File: config.mk
export PLATFORM = sky130hd
export DESIGN_NAME = muldiv_seq
export DESIGN_NICKNAME = d
export VERILOG_FILES = /design/src/rtl/muldiv_seq.sv
export SDC_FILE = /design/constraint.sdc
export NUM_CORES = 1
export LEC_CHECK = 0
export ABC_AREA = 1
export CAP_MARGIN = 20
export CORE_UTILIZATION = 29
export CTS_BUF_LIST = sky130_fd_sc_hd__clkbuf_4 sky130_fd_sc_hd__clkbuf_8
export DETAILED_ROUTE_END_ITERATION = 7
export PLACE_DENSITY = 0.46
export SKIP_CTS_REPAIR_TIMING = 1
export SYNTH_ARGS = -nofsm -noshare
export SYNTH_HDL_FRONTEND = slang
export SYNTH_HIERARCHICAL = 1
export SYNTH_SLANG_ARGS = --single-unit
File: constraint.sdc
create_clock -name clk -period 4.37 [get_ports clk]
set_input_delay 0.874 -clock clk [delete_from_list [all_inputs] [get_ports clk]]
set_output_delay 0.874 -clock clk [all_outputs]
set_load 0.01 [all_outputs]
File: src/rtl/muldiv_seq.sv
// Multi-cycle unsigned multiply / restoring divide sequencer built around one shared
// add-with-carry-in / B-invert ALU; one iteration per clock, single-cycle done pulse.

module muldiv_alu #(
   parameter int WIDTH = 16
) (
   input  logic [WIDTH-1:0] a,
   input  logic [WIDTH-1:0] b,
   input  logic             ci,
   input  logic             nb,
   output logic [WIDTH-1:0] s
);
   logic [WIDTH-1:0] bx_s;

   // optional B inversion followed by the modulo-2^WIDTH add
   always_comb begin
      if (nb) begin
         bx_s = ~b;
      end else begin
         bx_s = b;
      end
      s = a + bx_s + {{(WIDTH-1){1'b0}}, ci};
   end
endmodule

module muldiv_seq #(
   parameter int WIDTH = 16,
   parameter int ITER  = 16
) (
   input  logic             clk,
   input  logic             rst,
   input  logic             start,
   input  logic             op,
   input  logic [WIDTH-1:0] a,
   input  logic [WIDTH-1:0] b,
   output logic             busy,
   output logic             done,
   output logic [WIDTH-1:0] result_lo,
   output logic [WIDTH-1:0] result_hi,
   output logic             div_by_zero
);
   localparam int CNT_W = $clog2(ITER);

   typedef enum logic [1:0] {
      IDLE = 2'd0,
      RUN  = 2'd1,
      DONE = 2'd2
   } state_t;

   state_t            state_r, state_s;
   logic              busy_s, done_s;
   logic              accept_s, dbz_s;
   logic              op_r;
   logic [CNT_W-1:0]  cnt_r;
   logic [WIDTH-1:0]  hi_r, lo_r, opnd_r;
   logic [WIDTH-1:0]  hi_nxt_s, lo_nxt_s;
   logic [WIDTH:0]    r17_s;
   logic [WIDTH-1:0]  alu_a_s, alu_b_s, alu_s;
   logic              alu_ci_s, alu_nb_s, carry_s, b15_s;

   // The ALU has no carry-out, so recover it from the MSBs of its operands and sum.
   function automatic logic alu_carry(input logic a15, input logic b15, input logic s15);
      return (a15 & b15) | ((a15 | b15) & ~s15);
   endfunction

   muldiv_alu #(.WIDTH(WIDTH)) u_alu (
      .a  (alu_a_s),
      .b  (alu_b_s),
      .ci (alu_ci_s),
      .nb (alu_nb_s),
      .s  (alu_s)
   );

   assign accept_s = start & ((state_r == IDLE) | (state_r == DONE));
   assign dbz_s    = accept_s & op & (b == {WIDTH{1'b0}});

   // state register with registered status outputs
   always_ff @(posedge clk) begin
      if (rst) begin
         state_r <= IDLE;
         busy    <= 1'b0;
         done    <= 1'b0;
      end else begin
         state_r <= state_s;
         busy    <= busy_s;
         done    <= done_s;
      end
   end

   // next-state decode
   always_comb begin
      state_s = state_r;
      case (state_r)
         IDLE, DONE: begin
            if (dbz_s) begin
               state_s = DONE;
            end else if (accept_s) begin
               state_s = RUN;
            end else begin
               state_s = IDLE;
            end
         end
         RUN: begin
            if (cnt_r == CNT_W'(ITER - 1)) begin
               state_s = DONE;
            end else begin
               state_s = RUN;
            end
         end
         default: state_s = IDLE;
      endcase
   end

   // status outputs follow the state being entered
   always_comb begin
      busy_s = 1'b0;
      done_s = 1'b0;
      case (state_s)
         RUN:     busy_s = 1'b1;
         DONE:    done_s = 1'b1;
         default: begin
            busy_s = 1'b0;
            done_s = 1'b0;
         end
      endcase
   end

   // ALU operand steering for one shift-add or restoring-divide step
   always_comb begin
      r17_s    = {hi_r, lo_r[WIDTH-1]};
      alu_a_s  = hi_r;
      alu_b_s  = {WIDTH{1'b0}};
      alu_ci_s = 1'b0;
      alu_nb_s = 1'b0;
      if (op_r) begin
         alu_a_s  = r17_s[WIDTH-1:0];
         alu_b_s  = opnd_r;
         alu_ci_s = 1'b1;
         alu_nb_s = 1'b1;
      end else if (lo_r[0]) begin
         alu_b_s = opnd_r;
      end else begin
         alu_b_s = {WIDTH{1'b0}};
      end
   end

   // working-register update for the current step
   always_comb begin
      if (alu_nb_s) begin
         b15_s = ~alu_b_s[WIDTH-1];
      end else begin
         b15_s = alu_b_s[WIDTH-1];
      end
      carry_s = alu_carry(alu_a_s[WIDTH-1], b15_s, alu_s[WIDTH-1]);
      if (!op_r) begin
         hi_nxt_s = {carry_s, alu_s[WIDTH-1:1]};
         lo_nxt_s = {alu_s[0], lo_r[WIDTH-1:1]};
      end else if (r17_s[WIDTH] | carry_s) begin
         hi_nxt_s = alu_s;
         lo_nxt_s = {lo_r[WIDTH-2:0], 1'b1};
      end else begin
         hi_nxt_s = r17_s[WIDTH-1:0];
         lo_nxt_s = {lo_r[WIDTH-2:0], 1'b0};
      end
   end

   // operand capture, iteration and result registers
   always_ff @(posedge clk) begin
      if (rst) begin
         op_r        <= 1'b0;
         cnt_r       <= {CNT_W{1'b0}};
         hi_r        <= {WIDTH{1'b0}};
         lo_r        <= {WIDTH{1'b0}};
         opnd_r      <= {WIDTH{1'b0}};
         result_lo   <= {WIDTH{1'b0}};
         result_hi   <= {WIDTH{1'b0}};
         div_by_zero <= 1'b0;
      end else if (accept_s) begin
         op_r   <= op;
         cnt_r  <= {CNT_W{1'b0}};
         hi_r   <= {WIDTH{1'b0}};
         lo_r   <= op ? a : b;
         opnd_r <= op ? b : a;
         if (dbz_s) begin
            result_lo   <= {WIDTH{1'b1}};
            result_hi   <= a;
            div_by_zero <= 1'b1;
         end else begin
            div_by_zero <= 1'b0;
         end
      end else if (state_r == RUN) begin
         hi_r  <= hi_nxt_s;
         lo_r  <= lo_nxt_s;
         cnt_r <= cnt_r + {{(CNT_W-1){1'b0}}, 1'b1};
         if (cnt_r == CNT_W'(ITER - 1)) begin
            result_lo <= lo_nxt_s;
            result_hi <= hi_nxt_s;
         end
      end
   end
endmodule

Word level (Yosys, flattened, before mapping)
Cells that the tools add are included.
{"block": "word_totals", "regBits": 90, "in_bits": 36, "out_inout_bits": 35, "wordCells": 68}
{"block": "op_classes", "add_sub_neg": 3, "n_eq_ne": 6, "mux": 29, "bitwise_logic": 12, "reduce_logical": 7}
{"op": "$mux W16", "count": 19}
{"op": "$add A16 B1 Y16", "count": 1}
{"op": "$add A16 B16 Y16", "count": 1}
{"op": "$logic_not A16 Y1", "count": 1}
{"op": "$not A16 Y16", "count": 1}
{"op": "$mux W1", "count": 7}
{"op": "$and A1 B1 Y1", "count": 5}
{"op": "$add A4 B1 Y4 const B", "count": 1}
{"op": "$eq A2 B1 Y1 const B", "count": 2}
{"op": "$eq A2 B2 Y1 const B", "count": 2}
{"op": "$eq A4 B4 Y1 const B", "count": 1}
{"op": "$mux W2", "count": 2}
{"op": "$or A1 B1 Y1", "count": 4}
{"op": "$pmux W2 S2", "count": 1}
{"op": "$reduce_bool A2 Y1", "count": 2}
{"op": "$reduce_or A2 Y1", "count": 2}
{"op": "$reduce_and A3 Y1", "count": 1}
{"op": "$logic_not A2 Y1", "count": 1}
{"op": "$ne A2 B1 Y1 const B", "count": 1}
{"op": "$not A1 Y1", "count": 2}

Logic depth before layout (Yosys ltp)
{"block": "depth", "ltp_word": 15, "mapped_depth": 25, "ltp_nobuf": 21}

Modules after synthesis
The synthesis kept the hierarchy.
{"mod": "muldiv_seq", "n_inst": 1, "cells_per_inst": 734, "area_each_um2": 4728.3, "seq_area_each_um2": 1801.7}
{"mod": "muldiv_alu", "n_inst": 1, "cells_per_inst": 201, "area_each_um2": 1102.3, "seq_area_each_um2": 0.0}

Worst setup path after synthesis
Ideal clock, no wire load.
{"block": "synth_path", "kind": "reg2reg", "from": "register op_r", "to": "register hi_r[1]", "setup_ns": 0.115, "arrival_time_ns": 3.129, "t_required_ns": 4.255, "path_slack_ns": 1.125, "path_stages_with_launch": 25, "n_path_buf": 4, "synth_period_minus_slack_ns": 3.245, "cell_sequence": "dfxtp_1 -> buf_2 -> buf_1 -> buf_2 -> nand2_1 -> o21ai_0 -> inv_1 -> fa_1 -> inv_1 -> nand3_1 -> nand2_1 -> nand2_1 -> nand2_2 -> nand2_1 -> nand2_1 -> nand2_1 -> nand2_1 -> nand3_2 -> nand2_4 -> buf_2 -> nand4_1 -> nand3_1 -> nand2_1 -> o21ai_0 -> inv_1"}
{"block": "synth_via", "word_cells_on_any_way": 17, "classes_between": "add/sub: 2; mux: 7; bitwise: 8"}
{"element": "start, declared", "line": "53", "rtl": "logic op_r;"}
{"element": "start signal, assigned", "line": "179", "rtl": "op_r <= op;"}
{"element": "$mux W16", "line": "135", "rtl": "if (op_r) begin"}
{"element": "via alu_a_s[0]", "line": "58", "rtl": "logic [WIDTH-1:0] alu_a_s, alu_b_s, alu_s;"}
{"element": "$add A16 B16 Y16", "line": "22", "rtl": "s = a + bx_s + {{(WIDTH-1){1'b0}}, ci};"}
{"element": "$add A16 B1 Y16", "line": "22"}
{"element": "via alu_s[15]", "line": "58"}
{"element": "$not A1 Y1", "line": "63", "rtl": "return (a15 & b15) | ((a15 | b15) & ~s15);"}
{"element": "$and A1 B1 Y1", "line": "63"}
{"element": "$or A1 B1 Y1", "line": "63"}
{"element": "$or A1 B1 Y1", "line": "158", "rtl": "end else if (r17_s[WIDTH] | carry_s) begin"}
{"element": "$mux W16", "line": "158"}
{"element": "$mux W16", "line": "155", "rtl": "if (!op_r) begin"}
{"element": "end signal, assigned", "line": "172", "rtl": "hi_r <= {WIDTH{1'b0}};"}
{"element": "end signal, assigned", "line": "181", "rtl": "hi_r <= {WIDTH{1'b0}};"}
{"element": "end signal, assigned", "line": "192", "rtl": "hi_r <= hi_nxt_s;"}
{"element": "end, declared", "line": "55", "rtl": "logic [WIDTH-1:0] hi_r, lo_r, opnd_r;"}
The timed path passes the listed nets, and every way through them passes these cells.
A chain may end at the register's enable or synchronous reset.

Worst setup path after layout
{"block": "layout_path", "from": "register op_r", "to": "register result_hi[6]"}
{"block": "layout_via", "elab_chain_cells": 14, "word_cells_on_any_way": 20, "classes_between": "add/sub: 2; mux: 10; bitwise: 8"}
{"element": "$mux W16 *", "line": "135"}
{"element": "via alu_b_s[9]", "line": "58"}
{"element": "$not A16 Y16", "line": "18", "rtl": "bx_s = ~b;"}
{"element": "$mux W16 *", "line": "17", "rtl": "if (nb) begin"}
{"element": "$add A16 B16 Y16 *", "line": "22"}
{"element": "$add A16 B1 Y16 *", "line": "22"}
{"element": "via alu_s[15]", "line": "58"}
{"element": "$not A1 Y1 *", "line": "63"}
{"element": "$and A1 B1 Y1 *", "line": "63"}
{"element": "$or A1 B1 Y1 *", "line": "63"}
{"element": "$or A1 B1 Y1 *", "line": "158"}
{"element": "$mux W16 *", "line": "158"}
{"element": "$mux W16 *", "line": "155"}
{"element": "$mux W16 *", "line": "195", "rtl": "if (cnt_r == CNT_W'(ITER - 1)) begin"}
{"element": "$mux W16 *", "line": "191", "rtl": "end else if (state_r == RUN) begin"}
{"element": "$mux W16 *", "line": "178", "rtl": "end else if (accept_s) begin"}
{"element": "end signal, assigned", "line": "176", "rtl": "result_hi <= {WIDTH{1'b0}};"}
{"element": "end signal, assigned", "line": "197", "rtl": "result_hi <= hi_nxt_s;"}
{"element": "end, declared", "line": "39", "rtl": "output logic [WIDTH-1:0] result_hi,"}
Mark *: on every way through the listed nets, which the timed path passes. The rest lies on a longest branch. The select of a mux whose other input is x is not followed.

==> metrics.csv <==
metric,value,unit
reg2reg_depth,20,
dpl_cell_area,6746,µm²
slew_violations,0,
avgViaCountPerCell,4.694,
clockRootBuffer,clkbuf_8,
clkSinkCount,90,
io_pins,71,
ys_warn_count,6,
portBuffers,70,
cts_max_level,3,
fp.dieArea,20680,µm²
place.gp.congestion,0.8475,
synth_top_area_share,30.90,%
syn_to_final_growth,18.73,%
irDropWorstVdd,0.1191,mV
vias,5849,
drive_above_1_share,5.097,%
ys_top_cells_by_area,"dfxtp_1, nand2_1, inv_1",
p_leak,0.003358,µW
finalNetCount,1029,
hold_class,reg -> reg,
final_area,6923,µm²
yosys.area.top_type,dfxtp_1,
reg2reg_slack,0.89,ns
postRouteAntennaNets,0,
coreArea,19590,µm²
crit_arrival,3.81,ns
syn_area,5831,µm²
slew_headroom,40.04,%
drt_first_iter_violations,389,
finalWirelength,19300,µm
setup_viol,0,
yosysUniqueCellTypes,39,
dpl.hpwl,14310,µm
cts_buffer_depth,2,
die_y,143.8,µm
skew,0.01215,ns
power_density,291.4,nW/µm²
grt_start_max_net_pins,68,
postSynthCellCount,935,
max_freq,0.2876,GHz
crit_type,reg -> reg,
synth_area_per_cell,6.236,µm²
grt_pass1_wl,30850,µm
outcome,"complete, no violations",
antenna_cells,0,
grt.overflow.total,0,
startpoint,op_r$_SDFFE_PP0N_,
firstDrtPassIters,5,
setup_tns,0,ns
rows,51,
worstPathRequired,4.70,ns
start_kind,flip-flop,
reg2reg_from,op_r$_SDFFE_PP0N_,
ys_seq_area_share,30.90,%
clkTransAtPathRegs,0.10,ns
die_w,143.8,µm
start_util,29.76,%
cts_tree,yes,
synth_nets,988,
clock_latency,0.39,ns
numCtsBuffers,9,
period_needed,3.476,ns
antenna_found_initial,0,
min_path_cells,2,
track_usage,19.79,%
finalCritPeriodShare,79.55,%
final_hold_viol_count,0,
end_kind,flip-flop,
wl_per_cell,15.49,µm
worst_slew_pin_slew,0.8973,ns
grt_pass1_vias,5556,
maxCapViolCount,0,
final_core_util,35.34,%
path_max_fanout,19,
rsz0062_at_grt,no,
reg2reg_to,result_hi[6]$_SDFFE_PP0P_,
crit_end,result_hi[6]$_SDFFE_PP0P_,
post-route-drc-count,0,
ys_ff_latch,90,
-- logic make-up after synthesis --
family	after synthesis	synth area share (%)
AOI/OAI and AO/OA	209	18.91
buffers and inverters	197	13.33
xor gates and xnor gates	24	3.734
DFF	90	30.90
adders and majority gates	17	3.906
and+or+nand+nor	398	29.23
-- metrics by stage --
step	setup slack (ns)	cells	total power (µW)	hold WS, ns
global placement	0.9457	1230	1488	0.4642
finish	0.8935	1246	2018	0.4751
floorplan	1.125	935	1305	0.4585
CTS	0.8876	1246	2046	0.4738
detailed placement	0.9094	1230	1483	0.4589
global route	0.4986	1246	2159	0.5064
-- cells in the final DEF (no fill, tap or decap), types with 21 or more instances in the layout --
master,count
a21oi_1,75
clkdlybuf4s50_1,70
dfxtp_1,89
inv_1,141
nand2_1,220
nand3_1,38
nand4_1,21
nor2_1,95
o21ai_0,95
o22ai_1,31
xor2_1,22
-- power breakdown --
group	leakage, µW	switching [µW]	internal, µW
sequential	0.000735	27.4	864
clock	0.0000900	343	211
combinational	0.00253	378	195
-- synth_stat cells --
cell type,count
nand2_1,220
inv_1,141
nor2_1,95
o21ai_0,95
dfxtp_1,90
a21oi_1,75
nand3_1,38
o22ai_1,31
clkbuf_1,29
xor2_1,22
nand4_1,21
ha_1,15
buf_2,12
buf_1,7
nand2_2,5
o211ai_1,4
nand3_2,3
nor3_1,3
nor3_2,3
buf_4,2
buf_6,2
clkinv_1,2
fa_1,2
inv_2,2
nand2_4,2
a22oi_1,1
a31oi_1,1
and2_4,1
nand3_4,1
nand3b_1,1
nor2_2,1
nor2_4,1
nor3b_1,1
o21ai_1,1
o32ai_1,1
or2_0,1
or2_2,1
xnor2_1,1
xnor2_2,1
-- routing by layer --
layer	track usage, %	wire (µm)	part of all wire (%)
met1	28.18	9892	51
met2	30.71	8508	44
met3	2.433	605	3.1
met4	6.327	297	1.5
met5	0	0	0
-- worst min-delay path by stage --
| stage | startpoint | endpoint |
|---|---|---|
| 2_1_floorplan | opnd_r[0]$_SDFFE_PP0N_ | opnd_r[0]$_SDFFE_PP0N_ |
| 3_5_place_dp | div_by_zero$_SDFFE_PP0N_ | div_by_zero$_SDFFE_PP0N_ |
| 3_3_place_gp | div_by_zero$_SDFFE_PP0N_ | div_by_zero$_SDFFE_PP0N_ |
| 5_1_grt | opnd_r[8]$_SDFFE_PP0N_ | opnd_r[8]$_SDFFE_PP0N_ |
| 4_1_cts | div_by_zero$_SDFFE_PP0N_ | div_by_zero$_SDFFE_PP0N_ |
| 6_report | div_by_zero$_SDFFE_PP0N_ | div_by_zero$_SDFFE_PP0N_ |
-- flip-flops by register name, summed over array words and instances, names as in the netlist --
| signal | count |
|---|---|
| result_hi | 16 |
| opnd_r | 16 |
| lo_r | 16 |
| state_r | 2 |
| done | 1 |
| result_lo | 16 |
| cnt_r | 4 |
| div_by_zero | 1 |
| hi_r | 16 |
| op_r | 1 |
| busy | 1 |
-- cell type report --
cell class / instances / area (µm²)
clock buffer: 9 / 123.9
fill: 2213 / 12670
timing repair buffer: 82 / 815.8
multi-input combinational: 648 / 3252
sequential: 90 / 1803
tap: 265 / 331.6
inverter: 145 / 544.3
clock inverter: 7 / 52.55
-- worst max-delay path, stage by stage, from the launching register on --
cell	delay, ns
dfxtp_2	0.57
nor2_1	0.09
buf_4	0.22
nor2_1	0.25
xor2_1	0.18
ha_1	0.30
nand2_1	0.12
inv_1	0.06
nand2_1	0.06
nand2_1	0.06
a21oi_1	0.18
nand3_1	0.11
nand2_1	0.15
nand3_2	0.11
nand2_4	0.19
nand3_4	0.23
nand2_1	0.12
nand3_1	0.07
nand2_1	0.14
nand2_1	0.08
a21oi_1	0.12
Note: power is estimated with default switching activity, not from simulation.
